### src/rtl/mmcm_lock_sequencer.sv
// MMCM bring-up sequencer: pulses the MMCM reset, waits for and qualifies LOCKED,
// then releases the system reset. Retries bounded lock timeouts and counts lock losses.
module mmcm_lock_sequencer #(
  parameter int RST_CYCLES    = 16,
  parameter int LOCK_TIMEOUT  = 100000,
  parameter int STABLE_CYCLES = 1024,
  parameter int MAX_RETRY     = 4,
  parameter int RSTN_DELAY    = 16
) (
  input  logic       sysClk_i,
  input  logic       RESETn_i,
  input  logic       mmcmLocked_i,
  input  logic       restart_i,
  output logic       mmcmRst_o,
  output logic       pllReady_o,
  output logic       sysRstn_o,
  output logic       fail_o,
  output logic [3:0] retryCnt_o,
  output logic [7:0] lockLossCnt_o,
  output logic [2:0] state_o
);

  localparam logic [2:0] S_RESET_HOLD = 3'd0;
  localparam logic [2:0] S_WAIT_LOCK  = 3'd1;
  localparam logic [2:0] S_STABLE     = 3'd2;
  localparam logic [2:0] S_RUN        = 3'd3;
  localparam logic [2:0] S_FAIL       = 3'd4;

  localparam logic [31:0] RST_LAST    = 32'(RST_CYCLES - 1);
  localparam logic [31:0] TO_LAST     = 32'(LOCK_TIMEOUT - 1);
  localparam logic [31:0] STABLE_LAST = 32'(STABLE_CYCLES - 1);
  localparam logic [31:0] RSTN_LAST   = 32'(RSTN_DELAY - 1);
  localparam logic [3:0]  MAX_R       = 4'(MAX_RETRY);

  logic        lockMeta_q, lockSync_q;
  logic [2:0]  state_q, state_d;
  logic [31:0] timer_q, timer_d;
  logic [3:0]  retry_q, retry_d;
  logic [7:0]  loss_q, loss_d;
  logic        mmcmRst_q, mmcmRst_d;
  logic        pllReady_q, pllReady_d;
  logic        sysRstn_q, sysRstn_d;
  logic        fail_q, fail_d;
  logic        lossEvt;

  function automatic logic [7:0] sat_inc8(input logic [7:0] v);
    return (v == 8'hFF) ? v : v + 8'd1;
  endfunction

  always_comb begin
    state_d = state_q;
    retry_d = retry_q;
    loss_d  = loss_q;
    lossEvt = (state_q == S_RUN) && !lockSync_q;
    // A lock loss is counted even when a restart request wins the transition.
    if (lossEvt) loss_d = sat_inc8(loss_q);

    if (restart_i) begin
      state_d = S_RESET_HOLD;
      retry_d = '0;
    end else begin
      case (state_q)
        S_RESET_HOLD: if (timer_q == RST_LAST) state_d = S_WAIT_LOCK;
        S_WAIT_LOCK: begin
          if (lockSync_q) begin
            state_d = S_STABLE;
          end else if (timer_q == TO_LAST) begin
            if (retry_q == MAX_R) begin
              state_d = S_FAIL;
            end else begin
              state_d = S_RESET_HOLD;
              retry_d = retry_q + 4'd1;
            end
          end
        end
        S_STABLE: begin
          if (!lockSync_q) state_d = S_WAIT_LOCK;
          else if (timer_q == STABLE_LAST) state_d = S_RUN;
        end
        S_RUN: begin
          if (!lockSync_q) begin
            state_d = S_RESET_HOLD;
            retry_d = '0;
          end
        end
        S_FAIL: state_d = S_FAIL;
        default: state_d = S_RESET_HOLD;
      endcase
    end

    // Timer restarts on every state entry; it parks in RUN once the release delay is met.
    if (restart_i || (state_d != state_q)) begin
      timer_d = '0;
    end else if ((state_q == S_FAIL) || ((state_q == S_RUN) && (timer_q == RSTN_LAST))) begin
      timer_d = timer_q;
    end else begin
      timer_d = timer_q + 32'd1;
    end

    mmcmRst_d  = (state_d == S_RESET_HOLD) || (state_d == S_FAIL);
    pllReady_d = (state_d == S_RUN);
    fail_d     = (state_d == S_FAIL);
    sysRstn_d  = (state_d == S_RUN) && (state_q == S_RUN) && (timer_q == RSTN_LAST);
  end

  always_ff @(posedge sysClk_i or negedge RESETn_i) begin
    if (!RESETn_i) begin
      lockMeta_q <= 1'b0;
      lockSync_q <= 1'b0;
      state_q    <= S_RESET_HOLD;
      timer_q    <= '0;
      retry_q    <= '0;
      loss_q     <= '0;
      mmcmRst_q  <= 1'b1;
      pllReady_q <= 1'b0;
      sysRstn_q  <= 1'b0;
      fail_q     <= 1'b0;
    end else begin
      lockMeta_q <= mmcmLocked_i;
      lockSync_q <= lockMeta_q;
      state_q    <= state_d;
      timer_q    <= timer_d;
      retry_q    <= retry_d;
      loss_q     <= loss_d;
      mmcmRst_q  <= mmcmRst_d;
      pllReady_q <= pllReady_d;
      sysRstn_q  <= sysRstn_d;
      fail_q     <= fail_d;
    end
  end

  assign mmcmRst_o     = mmcmRst_q;
  assign pllReady_o    = pllReady_q;
  assign sysRstn_o     = sysRstn_q;
  assign fail_o        = fail_q;
  assign retryCnt_o    = retry_q;
  assign lockLossCnt_o = loss_q;
  assign state_o       = state_q;

endmodule

### config.mk
export PLATFORM = sky130hd
export DESIGN_NAME = mmcm_lock_sequencer
export DESIGN_NICKNAME = d
export VERILOG_FILES = /design/src/rtl/mmcm_lock_sequencer.sv
export SDC_FILE = /design/constraint.sdc
export NUM_CORES = 1
export LEC_CHECK = 0
export ABC_AREA = 0
export BUFFER_PORTS_ARGS = -buffer_cell sky130_fd_sc_hd__buf_4
export CORE_MARGIN = 2
export CORE_UTILIZATION = 53
export DETAILED_ROUTE_END_ITERATION = 12
export PLACE_DENSITY = 0.82
export SLEW_MARGIN = 20
export SYNTH_ARGS = -nofsm -noshare
export SYNTH_HDL_FRONTEND = slang
export SYNTH_SLANG_ARGS = --single-unit
### constraint.sdc
create_clock -name sysClk_i -period 1.65 [get_ports sysClk_i]
set_input_delay 0.0825 -clock sysClk_i [delete_from_list [all_inputs] [get_ports sysClk_i]]
set_output_delay 0.0825 -clock sysClk_i [all_outputs]
set_load 0.05 [all_outputs]
==> results.sh, run 1 <==
export IMPL_yosysUniqueCellTypes=49
export IMPL_dieArea_um2=5850
export IMPL_grt_first_pass_wirelength_um=13500
export IMPL_clockRootBuffer="clkbuf_8"
export IMPL_cellLeakagePower_nw=1.93
export IMPL_cts_made_buffers=5
export IMPL_wl_per_cell_um=21.6
export IMPL_cts_buffer_depth=2
export IMPL_drc_errors=0
export IMPL_fillers=242
export IMPL_netlist_area_um2=2780
export IMPL_synth_warnings=0
export IMPL_setup_ws_ns=-0.444
export IMPL_syn_inst=282
export IMPL_antenna_cells=0
export IMPL_grt_start_max_net_pins=54
export IMPL_critPathTopFamily="simple AND/OR/NAND/NOR gates"
export IMPL_cts_max_level=2
export IMPL_firstDrtPassIters=5
export IMPL_via_per_inst=6.44
export IMPL_rows=26
export IMPL_post_route_period_util=1.27
export IMPL_io_pin_count=23
export IMPL_drtIter0Drc=248
export IMPL_cp_slowest_stage_delay_ns=0.40
export IMPL_irDropWorstVdd_mv=0.511
export IMPL_syn2layout_area_growth_pct=50.8
export IMPL_final_core_util=0.827
export IMPL_cp_slowest_cell="dfrtp_1"
export IMPL_grt_overflow=0
export IMPL_critPathMaxFanout=12
export IMPL_grt_pass1_vias=2846
export IMPL_cts_sinks=53
export IMPL_portBuffers=22
export IMPL_dp_cells=444
export IMPL_worst_ep_arrival_time_ns=2.35
export IMPL_finClkSkew_ns=0.00941
export IMPL_pwr_share_clk=0.387
export IMPL_routabilityCongestion=0.888
export IMPL_die_y_um=76.5
export IMPL_p_int_mw=1.82
export IMPL_crit_chain="ha_2, and4_4, buf_4, and3_1, and3_1, o21ai_2, nand3_4, clkbuf_16, nor2_1"
export IMPL_end_kind="flop"
export IMPL_p_sw_frac=0.235
export IMPL_start_util=0.548
export IMPL_synth_seq_cells=53
export IMPL_worstPathRequired_ns=1.90
export IMPL_drv_cap=0
export IMPL_tightestPinTransition_ns=0.663
export IMPL_finalSetupViolCount=43
export IMPL_drtAntennaViolNets=0
export IMPL_hold_viol_final=0
export IMPL_syn_nets=290
export IMPL_hp_class="in2reg"
export IMPL_antenna_found_initial=0
export IMPL_rsz0062_at_grt="yes"
export IMPL_layout_common_cells="buf_4, dfrtp_1, nor2_1"
export IMPL_die_w_um=76.5
export IMPL_hold_start="restart_i"
export IMPL_p_seq_frac=0.552
export IMPL_seq_area_frac_synth=0.477
export IMPL_relSlewSlack=0.558
export IMPL_synth_area_per_cell_um2=9.87
export IMPL_num_nets_final=406
export IMPL_core_um2=5070
export IMPL_drive_gt1_frac=0.486
export IMPL_clkTransAtPathRegs_ns=0.10
export IMPL_maxClockFrequency_mhz=477
export IMPL_p_comb_frac=0.061
export IMPL_wirelength_um=10100
export IMPL_final_common_cell="buf_4"
export IMPL_timing_rr_start="timer_q[1]"
export IMPL_cp_startpoint="timer_q[1]"
export IMPL_tritoncts="yes"
export IMPL_path_class="reg2reg"
export IMPL_vias=3022
export IMPL_p_per_area_nw_per_um2=568
export IMPL_crit_path_start_kind="flop"
export IMPL_final_cell_count_no_fill=469
export IMPL_violations="negative setup slack"
export IMPL_slew_viol_final=0
export IMPL_status="complete, but fails checks"
export IMPL_critPathBufInv=2
export IMPL_insertion_delay_ns=0.33
export IMPL_switchingPower_uw=559
export IMPL_crit_top_cell="and3_1"
export IMPL_dp_slack_ns=-0.460
export IMPL_min_period_ns=2.09
export IMPL_dp_hpwl_um=4940
export IMPL_grt_total_usage=0.292
## synthesized netlist by cell type (all sizes together)
library cell | instances | area share
dfrtp | 52 | 0.47
nor2 | 48 | 0.067
xnor2 | 22 | 0.069
nand3 | 20 | 0.038
nand2 | 19 | 0.027
xor2 | 16 | 0.050
nand4 | 12 | 0.029
nor3 | 12 | 0.029
a21oi | 9 | 0.018
nor4 | 9 | 0.033
inv | 8 | 0.011
buf | 5 | 0.013
o21ai | 5 | 0.0090
and3 | 4 | 0.0090
ha | 4 | 0.018
nand2b | 4 | 0.0090
and4 | 3 | 0.0094
nand3b | 3 | 0.0081
nor2b | 3 | 0.0067
or2 | 3 | 0.0067
and2 | 2 | 0.0045
nor4b | 2 | 0.0063
o211ai | 2 | 0.0054
o2bb2ai | 2 | 0.0063
a211o | 1 | 0.0031
a31oi | 1 | 0.0022
and3b | 1 | 0.0031
clkbuf | 1 | 0.0013
dfstp | 1 | 0.0094
mux2 | 1 | 0.0040
mux2i | 1 | 0.0036
nor3b | 1 | 0.0067
o21a | 1 | 0.0027
o21bai | 1 | 0.0027
o41ai | 1 | 0.0031
or3 | 1 | 0.0022
or4b | 1 | 0.0036
## power groups by stage
stage | clock network, mW | registers [mW] | logic, mW
5_1_grt | 0.965 | 1.32 | 0.156
3_3_place_gp | 0 | 1.34 | 0.103
4_1_cts | 0.914 | 1.31 | 0.121
2_1_floorplan | 0 | 1.34 | 0.0399
6_report | 0.922 | 1.31 | 0.145
3_5_place_dp | 0 | 1.34 | 0.107
## sequential cells by signal, indices dropped and copies added, names as in the netlist
register / count
timer_q: 32
lockLossCnt_o: 8
retryCnt_o: 4
state_o: 3
fail_o: 1
lockMeta_q: 1
lockSync_q: 1
mmcmRst_o: 1
pllReady_o: 1
sysRstn_o: 1
## cell type report
cell class              instances  area (um^2)  area share
repair buffers                115          948       0.226
inverters                       8         30.0     0.00716
clock buffers                   5         68.8      0.0164
clock inverters                 3         46.3      0.0110
multi-input cells             215         1680       0.399
well taps                      70         87.6      0.0209
flip-flops and latches         53         1340       0.319
## repair_timing
action / CTS / global route
resized for setup: 28 / 33
pin swaps: 20 / 17
setup buffers: 5 / 9
hold buffers: 2 / 0
hold endpoints to repair: 53 / 0
cloned: 0 / 1
setup endpoints to repair: 45 / 47
## metal layers
| metal | global-route usage | share of wire |
|---|---|---|
| met1 | 0.343 | 0.37 |
| met2 | 0.494 | 0.48 |
| met3 | 0.0687 | 0.087 |
| met4 | 0.164 | 0.063 |
| met5 | 0 | 0 |
## logic make-up (layout without fill, tap and decap cells)
group / Yosys count / count (layout) / share of synthesized area
xor+xnor: 38 / 38 / 0.120
mux: 2 / 2 / 0.00764
compound gates: 23 / 23 / 0.0522
fa+ha+maj: 4 / 4 / 0.0180
flops: 53 / 53 / 0.477
buf+inv: 14 / 131 / 0.0256
simple gates: 148 / 148 / 0.300
## path summary, 6_finish.rpt
path / end / slack (ns) / cells after the start
setup reg to reg: timer_q[12] / -0.44 / 9
hold reg to reg: lockSync_q / 0.38 / 0
setup / recovery: timer_q[12] / -0.44 / 9
min in group asynchronous: lockLossCnt_o[1] / 0.33 / 2
hold / removal: state_o[2] / 0.01 / 2
max in group asynchronous: timer_q[14] / 0.85 / 2
## worst register-to-register path, stage by stage, from the launching register on
cell and delay, ns:
dfrtp_1 0.40, ha_2 0.21, and4_4 0.16, buf_4 0.14, and3_1 0.18, and3_1 0.20, o21ai_2 0.21, nand3_4 0.16
clkbuf_16 0.21, nor2_1 0.16
## per-stage QoR
stage               total power [mW]  setup TNS, ns  hold WS (ns)  area (um^2)
CTS                             2.35         -12.25       0.00729         3950
detailed placement              1.45         -16.05         0.157         3630
floorplan                       1.38          -7.61        -0.213         2830
global placement                1.44         -10.73         0.147         3630
finish                          2.38         -15.20        0.0109         4200
global route                    2.44         -20.95        0.0229         4200
Note: power is estimated with default switching activity, not from simulation.
==> inputs of run 2 (changes only) <==
--- a/config.mk
+++ b/config.mk
@@ -8,9 +8,9 @@
 export ABC_AREA = 0
 export BUFFER_PORTS_ARGS = -buffer_cell sky130_fd_sc_hd__buf_4
 export CORE_MARGIN = 2
-export CORE_UTILIZATION = 53
+export CORE_UTILIZATION = 55
 export DETAILED_ROUTE_END_ITERATION = 12
-export PLACE_DENSITY = 0.82
+export PLACE_DENSITY = 0.81
 export SLEW_MARGIN = 20
 export SYNTH_ARGS = -nofsm -noshare
 export SYNTH_HDL_FRONTEND = slang
==> constraint.sdc (replaced) <==
create_clock -name sysClk_i -period 2.1 [get_ports sysClk_i]
set_input_delay 0.105 -clock sysClk_i [delete_from_list [all_inputs] [get_ports sysClk_i]]
set_output_delay 0.105 -clock sysClk_i [all_outputs]
set_load 0.05 [all_outputs]
==> results.sh, run 2 (synthesis results as in run 1) <==
export IMPL_insertion_delay_ns=0.31
export IMPL_num_nets_final=341
export IMPL_start_util=0.581
export IMPL_violations="negative setup slack"
export IMPL_grt_total_usage=0.218
export IMPL_drtIter0Drc=216
export IMPL_r2r_end="timer_q[20]"
export IMPL_p_per_area_nw_per_um2=479
export IMPL_tritoncts="yes"
export IMPL_finalSetupViolCount=3
export IMPL_syn2layout_area_growth_pct=27.0
export IMPL_reg2reg_depth=8
export IMPL_die_y_um=75.1
export IMPL_setup_ws_ns=-0.0133
export IMPL_critPathTopFamily="simple AND/OR/NAND/NOR gates"
export IMPL_drc_errors=0
export IMPL_hold_viol_final=0
export IMPL_post_route_period_util=1.01
export IMPL_fillers=334
export IMPL_grt_first_pass_wirelength_um=9450
export IMPL_r2r_setup_slack_ns=-0.01
export IMPL_drtAntennaViolNets=0
export IMPL_drive_gt1_frac=0.311
export IMPL_worstPathRequired_ns=2.30
export IMPL_rsz0062_at_grt="yes"
export IMPL_timing_rr_start="timer_q[18]"
export IMPL_crit_path_start_kind="flop"
export IMPL_die_w_um=75.1
export IMPL_wl_per_cell_um=16.4
export IMPL_path_class="reg2reg"
export IMPL_antenna_cells=0
export IMPL_grt_overflow=0
export IMPL_slew_viol_final=0
export IMPL_via_per_inst=5.74
export IMPL_vias=2302
export IMPL_min_period_ns=2.11
export IMPL_io_pin_count=23
export IMPL_cp_slowest_cell="dfrtp_1"
export IMPL_multi_input_area_um2=1570
export IMPL_worst_path_stages=8
export IMPL_antenna_found_initial=0
export IMPL_final_common_cell="dfrtp_1"
export IMPL_cts_buffer_depth=2
export IMPL_cts_sinks=53
export IMPL_area_sequential_um2=1330
export IMPL_rows=25
export IMPL_hp_class="in2reg"
export IMPL_cp_slowest_stage_delay_ns=0.43
export IMPL_grt_start_max_net_pins=54
export IMPL_dieArea_um2=5640
export IMPL_wirelength_um=6560
export IMPL_tightestPinTransition_ns=0.646
export IMPL_status="complete, but fails checks"
export IMPL_critPathMaxFanout=16
export IMPL_firstDrtPassIters=4
export IMPL_fin_hold_ws_ns=0.0631
export IMPL_routabilityCongestion=0.833
export IMPL_core_um2=4790
export IMPL_p_total_mw=1.69
export IMPL_worst_ep_arrival_time_ns=2.32
export IMPL_grt_pass1_vias=2054
export IMPL_irDropWorstVdd_mv=0.350
export IMPL_maxClockFrequency_mhz=473
export IMPL_clkTransAtPathRegs_ns=0.10
export IMPL_cp_startpoint="timer_q[18]"
export IMPL_cts_made_buffers=5
export IMPL_cellLeakagePower_nw=1.54
export IMPL_regMostFlops="timer_q"
export IMPL_finClkSkew_ns=0.0108
export IMPL_portBuffers=22
export IMPL_end_kind="flop"
export IMPL_critPathBufInv=2
export IMPL_relSlewSlack=0.569
export IMPL_clockRootBuffer="clkbuf_8"
export IMPL_timing_critical_path_to="timer_q[20]"
export IMPL_crit_chain="nor4_4, nand4_1, buf_6, o41ai_4, nand3_2, nand3_4, clkbuf_16, nor2_1"
export IMPL_cts_max_level=2
export IMPL_dp_hpwl_um=4030
export IMPL_layout_common_cells="dfrtp_1, buf_4, nor2_1"
export IMPL_largest_register_ffs=32
export IMPL_drv_cap=0
run 2: cell count changes in the layout (fill, tap and decap cells not counted), moves of 4 or more:
cell,before,now
nor3_2,6,2
buf_4,100,44
nor2_2,6,12
dfrtp_1,42,49
buf_6,10,1
nor3_1,3,8
nor2_1,38,30
dfrtp_2,10,3
run 2: worst min-delay path by stage:
stage	startpoint	endpoint	slack [ns]	cells after the start
after floorplan	RESETn_i	fail_o	-0.19	0
after global placement	RESETn_i	lockLossCnt_o[6]	0.18	1
after detailed placement	RESETn_i	lockLossCnt_o[6]	0.18	1
after CTS	restart_i	state_o[2]	0.05	2
after global routing	restart_i	state_o[2]	0.07	2
final	restart_i	state_o[2]	0.06	2
run 2: worst reg2reg max path, stage by stage, from the launching register on:
cell       delay (ns)
dfrtp_1          0.43
nor4_4           0.30
nand4_1          0.18
buf_6            0.18
o41ai_4          0.35
nand3_2          0.17
nand3_4          0.15
clkbuf_16        0.19
nor2_1           0.07
run 2: timing repair:
| action | 4_1_cts | 5_1_grt |
|---|---|---|
| endpoints found under the setup margin | 39 | 41 |
| resized for setup | 2 | 39 |
| pin swaps | 1 | 15 |
| endpoints found under the hold margin | 53 | 0 |
| hold buffers | 2 | 0 |
| cloned | 0 | 2 |
| buffers inserted | 2 | 8 |
run 2: through the flow:
step	setup TNS [ns]	worst slack, ns	instances	instance area [um^2]	utilization
3_3_place_gp	-0.0898	-0.0470	379	3110	0.650
4_1_cts	0	0.0135	391	3250	0.678
3_5_place_dp	-1.86	-0.0832	379	3110	0.650
2_1_floorplan	0	0.0132	282	2790	-
5_1_grt	-3.35	-0.124	401	3530	0.739
6_report	-0.0226	-0.0133	401	3530	0.739
run 2: power by group:
| part | switching (mW) | total [mW] | internal [mW] |
|---|---|---|---|
| clock | 0.332 | 0.567 | 0.235 |
| combinational | 0.0547 | 0.0903 | 0.0356 |
| sequential | 0.00897 | 1.04 | 1.03 |
| total | 0.395 | 1.69 | 1.30 |
run 2: layout make-up:
cell class	count	area share
Multi-Input combinational cell	215	0.444
Sequential cell	53	0.377
Timing Repair Buffer	50	0.122
Tap cell	67	0.0237
Clock buffer	6	0.0205
Inverter	8	0.00850
Clock inverter	2	0.00425
run 2: routing by layer:
metal,track usage,routed length [um]
met5,0,0
met4,0.0838,99
met3,0.0361,377
met2,0.344,3330
met1,0.305,2750
